==> src/rtl/pwr_seq_ctrl_if.sv <==
// Control/config and status bundle between the measurement harness and pwr_seq_ctrl.
interface pwr_seq_ctrl_if #(
  parameter int unsigned NUM_MODULES = 32,
  parameter int unsigned DWELL_W     = 32,
  parameter int unsigned STEP_W      = 16
);
  logic                   start;
  logic                   abort;
  logic [NUM_MODULES-1:0] target_mask;
  logic [STEP_W-1:0]      step_cycles;
  logic [DWELL_W-1:0]     dwell_cycles;
  logic [NUM_MODULES-1:0] pwr_en_out;
  logic [6:0]             en_count;
  logic [1:0]             state_o;
  logic                   busy;
  logic                   done;
  logic                   aborted;

  modport master (
    output start, abort, target_mask, step_cycles, dwell_cycles,
    input  pwr_en_out, en_count, state_o, busy, done, aborted
  );

  modport slave (
    input  start, abort, target_mask, step_cycles, dwell_cycles,
    output pwr_en_out, en_count, state_o, busy, done, aborted
  );
endinterface

==> src/rtl/pwr_seq_ctrl.sv <==
// Ramps a power-enable vector up one bit per step, dwells at full mask, then ramps
// down in reverse order; abort jumps straight to the ramp-down.
module pwr_seq_ctrl #(
  parameter int unsigned NUM_MODULES = 32,
  parameter int unsigned DWELL_W     = 32,
  parameter int unsigned STEP_W      = 16
) (
  input  logic            clk100m,
  input  logic            rstn,
  pwr_seq_ctrl_if.slave   bus
);

  typedef enum logic [1:0] {
    IDLE      = 2'd0,
    RAMP_UP   = 2'd1,
    DWELL     = 2'd2,
    RAMP_DOWN = 2'd3
  } state_t;

  state_t                 state;
  logic [NUM_MODULES-1:0] mask_q;
  logic [NUM_MODULES-1:0] pwr_en;
  logic [6:0]             en_cnt;
  logic [STEP_W-1:0]      step_q;
  logic [DWELL_W-1:0]     dwell_q;
  logic [STEP_W-1:0]      step_cnt;
  logic [DWELL_W-1:0]     dwell_cnt;
  logic                   done_q;
  logic                   aborted_q;

  logic [NUM_MODULES-1:0] avail;
  logic [NUM_MODULES-1:0] set_bit;
  logic [NUM_MODULES-1:0] clr_bit;
  logic [STEP_W-1:0]      step_in;

  assign step_in = (bus.step_cycles == '0) ? STEP_W'(1) : bus.step_cycles;

  // set_bit: lowest still-missing mask bit; clr_bit: highest currently-enabled bit
  always_comb begin
    avail   = mask_q & ~pwr_en;
    set_bit = '0;
    for (int unsigned i = NUM_MODULES; i > 0; i--) begin
      if (avail[i-1]) begin
        set_bit      = '0;
        set_bit[i-1] = 1'b1;
      end
    end
    clr_bit = '0;
    for (int unsigned i = 0; i < NUM_MODULES; i++) begin
      if (pwr_en[i]) begin
        clr_bit    = '0;
        clr_bit[i] = 1'b1;
      end
    end
  end

  always_ff @(posedge clk100m or negedge rstn) begin
    if (!rstn) begin
      state     <= IDLE;
      mask_q    <= '0;
      pwr_en    <= '0;
      en_cnt    <= '0;
      step_q    <= '0;
      dwell_q   <= '0;
      step_cnt  <= '0;
      dwell_cnt <= '0;
      done_q    <= 1'b0;
      aborted_q <= 1'b0;
    end else begin
      done_q <= 1'b0;
      case (state)
        IDLE: begin
          if (bus.start) begin
            mask_q    <= bus.target_mask;
            step_q    <= step_in;
            dwell_q   <= bus.dwell_cycles;
            aborted_q <= 1'b0;
            step_cnt  <= step_in - STEP_W'(1);
            // An empty mask completes on the accepting edge without ever going busy
            if (bus.target_mask == '0) done_q <= 1'b1;
            else                       state  <= RAMP_UP;
          end
        end

        RAMP_UP: begin
          if (bus.abort) begin
            aborted_q <= 1'b1;
            step_cnt  <= step_q - STEP_W'(1);
            if (pwr_en == '0) begin
              state  <= IDLE;
              done_q <= 1'b1;
            end else begin
              state <= RAMP_DOWN;
            end
          end else if (step_cnt != '0) begin
            step_cnt <= step_cnt - STEP_W'(1);
          end else begin
            pwr_en   <= pwr_en | set_bit;
            en_cnt   <= en_cnt + 7'd1;
            step_cnt <= step_q - STEP_W'(1);
            if ((pwr_en | set_bit) == mask_q) begin
              if (dwell_q != '0) begin
                state     <= DWELL;
                dwell_cnt <= dwell_q - DWELL_W'(1);
              end else begin
                state <= RAMP_DOWN;
              end
            end
          end
        end

        DWELL: begin
          if (bus.abort) begin
            aborted_q <= 1'b1;
            step_cnt  <= step_q - STEP_W'(1);
            if (pwr_en == '0) begin
              state  <= IDLE;
              done_q <= 1'b1;
            end else begin
              state <= RAMP_DOWN;
            end
          end else if (dwell_cnt != '0) begin
            dwell_cnt <= dwell_cnt - DWELL_W'(1);
          end else begin
            state    <= RAMP_DOWN;
            step_cnt <= step_q - STEP_W'(1);
          end
        end

        RAMP_DOWN: begin
          if (step_cnt != '0) begin
            step_cnt <= step_cnt - STEP_W'(1);
          end else begin
            pwr_en   <= pwr_en & ~clr_bit;
            en_cnt   <= en_cnt - 7'd1;
            step_cnt <= step_q - STEP_W'(1);
            if ((pwr_en & ~clr_bit) == '0) begin
              state  <= IDLE;
              done_q <= 1'b1;
            end
          end
        end

        default: state <= IDLE;
      endcase
    end
  end

  assign bus.pwr_en_out = pwr_en;
  assign bus.en_count   = en_cnt;
  assign bus.state_o    = state;
  assign bus.busy       = (state != IDLE);
  assign bus.done       = done_q;
  assign bus.aborted    = aborted_q;

endmodule

==> src/flat_wrapper.sv <==
// flat-port wrapper written by rule: the top's interface ports become plain ports
module pwr_seq_ctrl_flat 
#(
  parameter int unsigned NUM_MODULES = 32,
  parameter int unsigned DWELL_W     = 32,
  parameter int unsigned STEP_W      = 16
)
  (clk100m, rstn, bus_start, bus_abort, bus_target_mask, bus_step_cycles, bus_dwell_cycles, bus_pwr_en_out, bus_en_count, bus_state_o, bus_busy, bus_done, bus_aborted);
  pwr_seq_ctrl_if #(.NUM_MODULES(NUM_MODULES), .DWELL_W(DWELL_W), .STEP_W(STEP_W)) bus_i ();
  input  logic clk100m;
  input  logic rstn;
  input wire logic [$bits(bus_i.start)-1:0] bus_start;
  input wire logic [$bits(bus_i.abort)-1:0] bus_abort;
  input wire logic [$bits(bus_i.target_mask)-1:0] bus_target_mask;
  input wire logic [$bits(bus_i.step_cycles)-1:0] bus_step_cycles;
  input wire logic [$bits(bus_i.dwell_cycles)-1:0] bus_dwell_cycles;
  output wire logic [$bits(bus_i.pwr_en_out)-1:0] bus_pwr_en_out;
  output wire logic [$bits(bus_i.en_count)-1:0] bus_en_count;
  output wire logic [$bits(bus_i.state_o)-1:0] bus_state_o;
  output wire logic [$bits(bus_i.busy)-1:0] bus_busy;
  output wire logic [$bits(bus_i.done)-1:0] bus_done;
  output wire logic [$bits(bus_i.aborted)-1:0] bus_aborted;
  assign bus_i.start = bus_start;
  assign bus_i.abort = bus_abort;
  assign bus_i.target_mask = bus_target_mask;
  assign bus_i.step_cycles = bus_step_cycles;
  assign bus_i.dwell_cycles = bus_dwell_cycles;
  assign bus_pwr_en_out = bus_i.pwr_en_out;
  assign bus_en_count = bus_i.en_count;
  assign bus_state_o = bus_i.state_o;
  assign bus_busy = bus_i.busy;
  assign bus_done = bus_i.done;
  assign bus_aborted = bus_i.aborted;
  pwr_seq_ctrl #(.NUM_MODULES(NUM_MODULES), .DWELL_W(DWELL_W), .STEP_W(STEP_W)) u_core (.clk100m(clk100m), .rstn(rstn), .bus(bus_i));
endmodule
==> config.mk <==
export PLATFORM = sky130hd
export DESIGN_NAME = pwr_seq_ctrl_flat
export DESIGN_NICKNAME = d
export VERILOG_FILES = /design/src/rtl/pwr_seq_ctrl_if.sv /design/src/rtl/pwr_seq_ctrl.sv /design/src/flat_wrapper.sv
export SDC_FILE = /design/constraint.sdc
export NUM_CORES = 1
export LEC_CHECK = 0
export ABC_AREA = 1
export CELL_PAD_IN_SITES_DETAIL_PLACEMENT = 0
export CELL_PAD_IN_SITES_GLOBAL_PLACEMENT = 1
export CORE_MARGIN = 3
export CORE_UTILIZATION = 44
export CTS_CLUSTER_SIZE = 30
export DETAILED_ROUTE_END_ITERATION = 8
export PLACE_DENSITY_LB_ADDON = 0.15
export SYNTH_ARGS = -nofsm -noshare
export SYNTH_HDL_FRONTEND = slang
export SYNTH_SLANG_ARGS = --single-unit
export TNS_END_PERCENT = 5
==> constraint.sdc <==
create_clock -name clk100m -period 6.4 [get_ports clk100m]
set_clock_uncertainty 0.05 [all_clocks]
set_input_delay 1.28 -clock clk100m [delete_from_list [all_inputs] [get_ports clk100m]]
set_output_delay 1.28 -clock clk100m [all_outputs]
set_load 0.02 [all_outputs]
==> flow_summary.json <==
{
  "setup_tns_ns": 0,
  "gr-total-overflow": 0,
  "yosys_warnings": 0,
  "ioPinCount": 128,
  "globalplace.congestion": 0.927,
  "ys_seq_area_share_pct": 36.8,
  "drc": 0,
  "timing.final.crit_share_pct": 58.7,
  "worst_path_most_repeated_cell": "inv_1",
  "hp-class": "register to register",
  "synth_area_leaders": "dfrtp_1 37%, nand2_1 15%, inv_1 7.2%",
  "rsz0062_at_grt": "no",
  "timing.final.hold_violations": 0,
  "grt_util_met3_pct": 3.81,
  "final_cells": 2171,
  "regArea_um2": 4280,
  "cp_max_fo": 11,
  "ir_worst_vdd_mv": 0.168,
  "synth_ff_type": "dfrtp_1",
  "netlist_area_um2": 11600,
  "synth_edf_count": 0,
  "arrival_ns": 4.08,
  "place_inst": 2139,
  "grt_pass1_wl_um": 57000,
  "port_buffers": 127,
  "cap_violations": 0,
  "syn_inst": 1721,
  "nFillCells": 2553,
  "drt_wl_total_um": 35400,
  "die-area_um2": 28400,
  "leakagePower_uw": 0.00681,
  "coreArea_um2": 25500,
  "place_hpwl_um": 26300,
  "top_usage_layer": "met2",
  "crit_chain": "clkdlybuf4s50_1 -> nor2_1 -> inv_1 -> o21ai_0 -> inv_1 -> nor2_1 -> inv_1 -> nor2_1 -> inv_1 -> a32o_1 -> inv_1",
  "cts_tree": "built",
  "path_buf_inv": 6,
  "wire_per_inst_um": 16.3,
  "rrSetupSlack_ns": 2.64,
  "grt_usage_pct": 24.9,
  "layout.nets": 1928,
  "ys_ff_latch": 171,
  "worstSetupEndpointType": "register",
  "fmax_mhz": 266,
  "grt_max_degree": 96,
  "cp.required_ns": 6.72,
  "use_met2_pct": 40.0,
  "critical-path-top-delay-family": "simple AND/OR/NAND/NOR gates",
  "ys_async_sr_fraction_pct": 100,
  "htreeDepth": 4,
  "ctsHoldBuffers": 0,
  "ctsRootBufferMaster": "clkbuf_16",
  "max_stage_delay_ns": 0.68,
  "worst_setup_path_start_kind": "primary input",
  "rows": 58,
  "clock_sinks": 171,
  "setup_viol": 0,
  "slowest_stage": "nor2_1",
  "cts_buffers": 17,
  "drt_iter0_drc": 885,
  "synth.net_count": 1821,
  "synth_most_common_cell": "nand2_1",
  "cts_setup_buffers": 0,
  "die-height_um": 168,
  "yosys-top-cells-count": "468 x nand2_1, 222 x inv_1, 200 x nor2_1",
  "postRouteAntennaNets": 0,
  "slew_viol_final": 0,
  "tightestPinTransition_ns": 1.09,
  "ctsResizeCount": 0,
  "die_w_um": 168,
  "crit_type": "primary input to register",
  "synth.distinct_cells": 53,
  "max_slew_margin_pct": 27.2,
  "clockBufferDepth": 2,
  "dr.pass1.iters": 5,
  "initial_utilization_pct": 45.5,
  "path_clk_slew_ns": 0.07,
  "yosysTopAreaCellShare_pct": 36.8,
  "period_minus_slack_ns": 3.76,
  "grt_use_met1_pct": 35.5,
  "synth_area_leader_cell": "dfrtp_1",
  "syn_area_per_cell_um2": 6.75,
  "antenna_found_initial": 1,
  "power-per-cell-area_nw_per_um2": 371,
  "insertion_delay_ns": 0.44,
  "vias": 11400,
  "grt_pass1_vias": 10800,
  "multi_input_area_um2": 6190,
  "area_growth_syn_to_layout_pct": 18.3,
  "outcome": "completed",
  "vias_per_cell": 5.23,
  "drive_gt1_share_pct": 6.52
}
==> power by group <==
| group | internal [uW] | leakage [uW] | switching, uW |
|---|---|---|---|
| Sequential | 1390 | 0.00211 | 298 |
| Combinational | 812 | 0.00441 | 1500 |
| Clock | 612 | 0.000291 | 484 |
==> area by class of cell <==
type / instances / area share, %
antenna: 1 / 0.0182
multi-input combinational: 1262 / 45.1
inverter: 240 / 6.56
timing repair buffer: 136 / 9.84
sequential: 171 / 31.1
clock inverter: 11 / 0.983
clock buffer: 20 / 3.40
tap: 330 / 3.00
==> through the flow <==
stage | area (um2) | util, % | total power (uW) | setup slack [ns] | hold WS, ns
6_report | 13700 | 53.8 | 5100 | 2.64 | 0.445
5_1_grt | 13700 | 53.8 | 5520 | 2.27 | 0.492
4_1_cts | 13700 | 53.8 | 5100 | 2.70 | 0.451
3_5_place_dp | 13100 | 51.4 | 3990 | 2.27 | 0.434
3_3_place_gp | 13100 | 51.4 | 3970 | 2.36 | 0.436
2_1_floorplan | 11600 | - | 3340 | 3.33 | 0.403
==> worst paths after layout <==
| path | startpoint | to | cells after the start |
|---|---|---|---|
| max | bus_abort | u_core.bus.pwr_en_out[17] | 11 |
| min | u_core.step_q[14] | u_core.step_q[14] | 2 |
| max reg2reg | u_core.bus.pwr_en_out[0] | u_core.dwell_cnt[9] | 14 |
| min reg2reg | u_core.step_q[14] | u_core.step_q[14] | 2 |
| max in group asynchronous | rstn | u_core.dwell_cnt[29] | 2 |
| min in group asynchronous | rstn | u_core.mask_q[23] | 1 |
==> cell usage in the layout (no fill, tap or decap), types with 13 or more instances in the layout <==
master           count
nand2_1            467
inv_1              222
nor2_1             200
dfrtp_1            171
o21ai_0            161
clkdlybuf4s50_1    126
nand3_1            110
a21oi_1             51
xor2_1              46
nand4_1             27
or2_2               25
nor3_1              23
inv_2               17
nor4_1              17
clkbuf_16           17
ha_1                15
o21ai_1             13
xnor2_1             13
==> registers in the layout, summed over array words and instances (netlist names) <==
register               count
u_core.bus.pwr_en_out     32
u_core.dwell_cnt          32
u_core.step_cnt           16
u_core.bus.en_count        7
u_core.dwell_q            32
u_core.bus.state_o         2
u_core.bus.done            1
u_core.bus.aborted         1
u_core.mask_q             32
u_core.step_q             16
==> worst min-delay path, delay by kind of cell (launching register included) <==
kind             cells  cell delay (ns)
flip-flops           1             0.35
AO/OA/AOI/OAI        1             0.06
AND/OR/NAND/NOR      1             0.05
==> logic make-up (layout without fill, tap and decap cells) <==
logic type / Yosys count / count (layout) / share of synthesized area, %
AO/OA/AOI/OAI: 273 / 273 / 12.8
XOR/XNOR: 59 / 59 / 4.45
adder cells (fa/ha/maj): 16 / 16 / 1.79
buffers and inverters: 288 / 407 / 9.92
flip-flops: 171 / 171 / 36.8
multiplexers: 3 / 3 / 0.259
other: 0 / 1 / 0
AND/OR/NAND/NOR: 911 / 911 / 34.0
==> routing by layer <==
layer	vias up	share of wire, %
li1	5710	-
met1	5282	47
met2	333	46
met3	36	5.6
met4	0	1.9
met5	-	0
(Power assumes the default switching activity.)
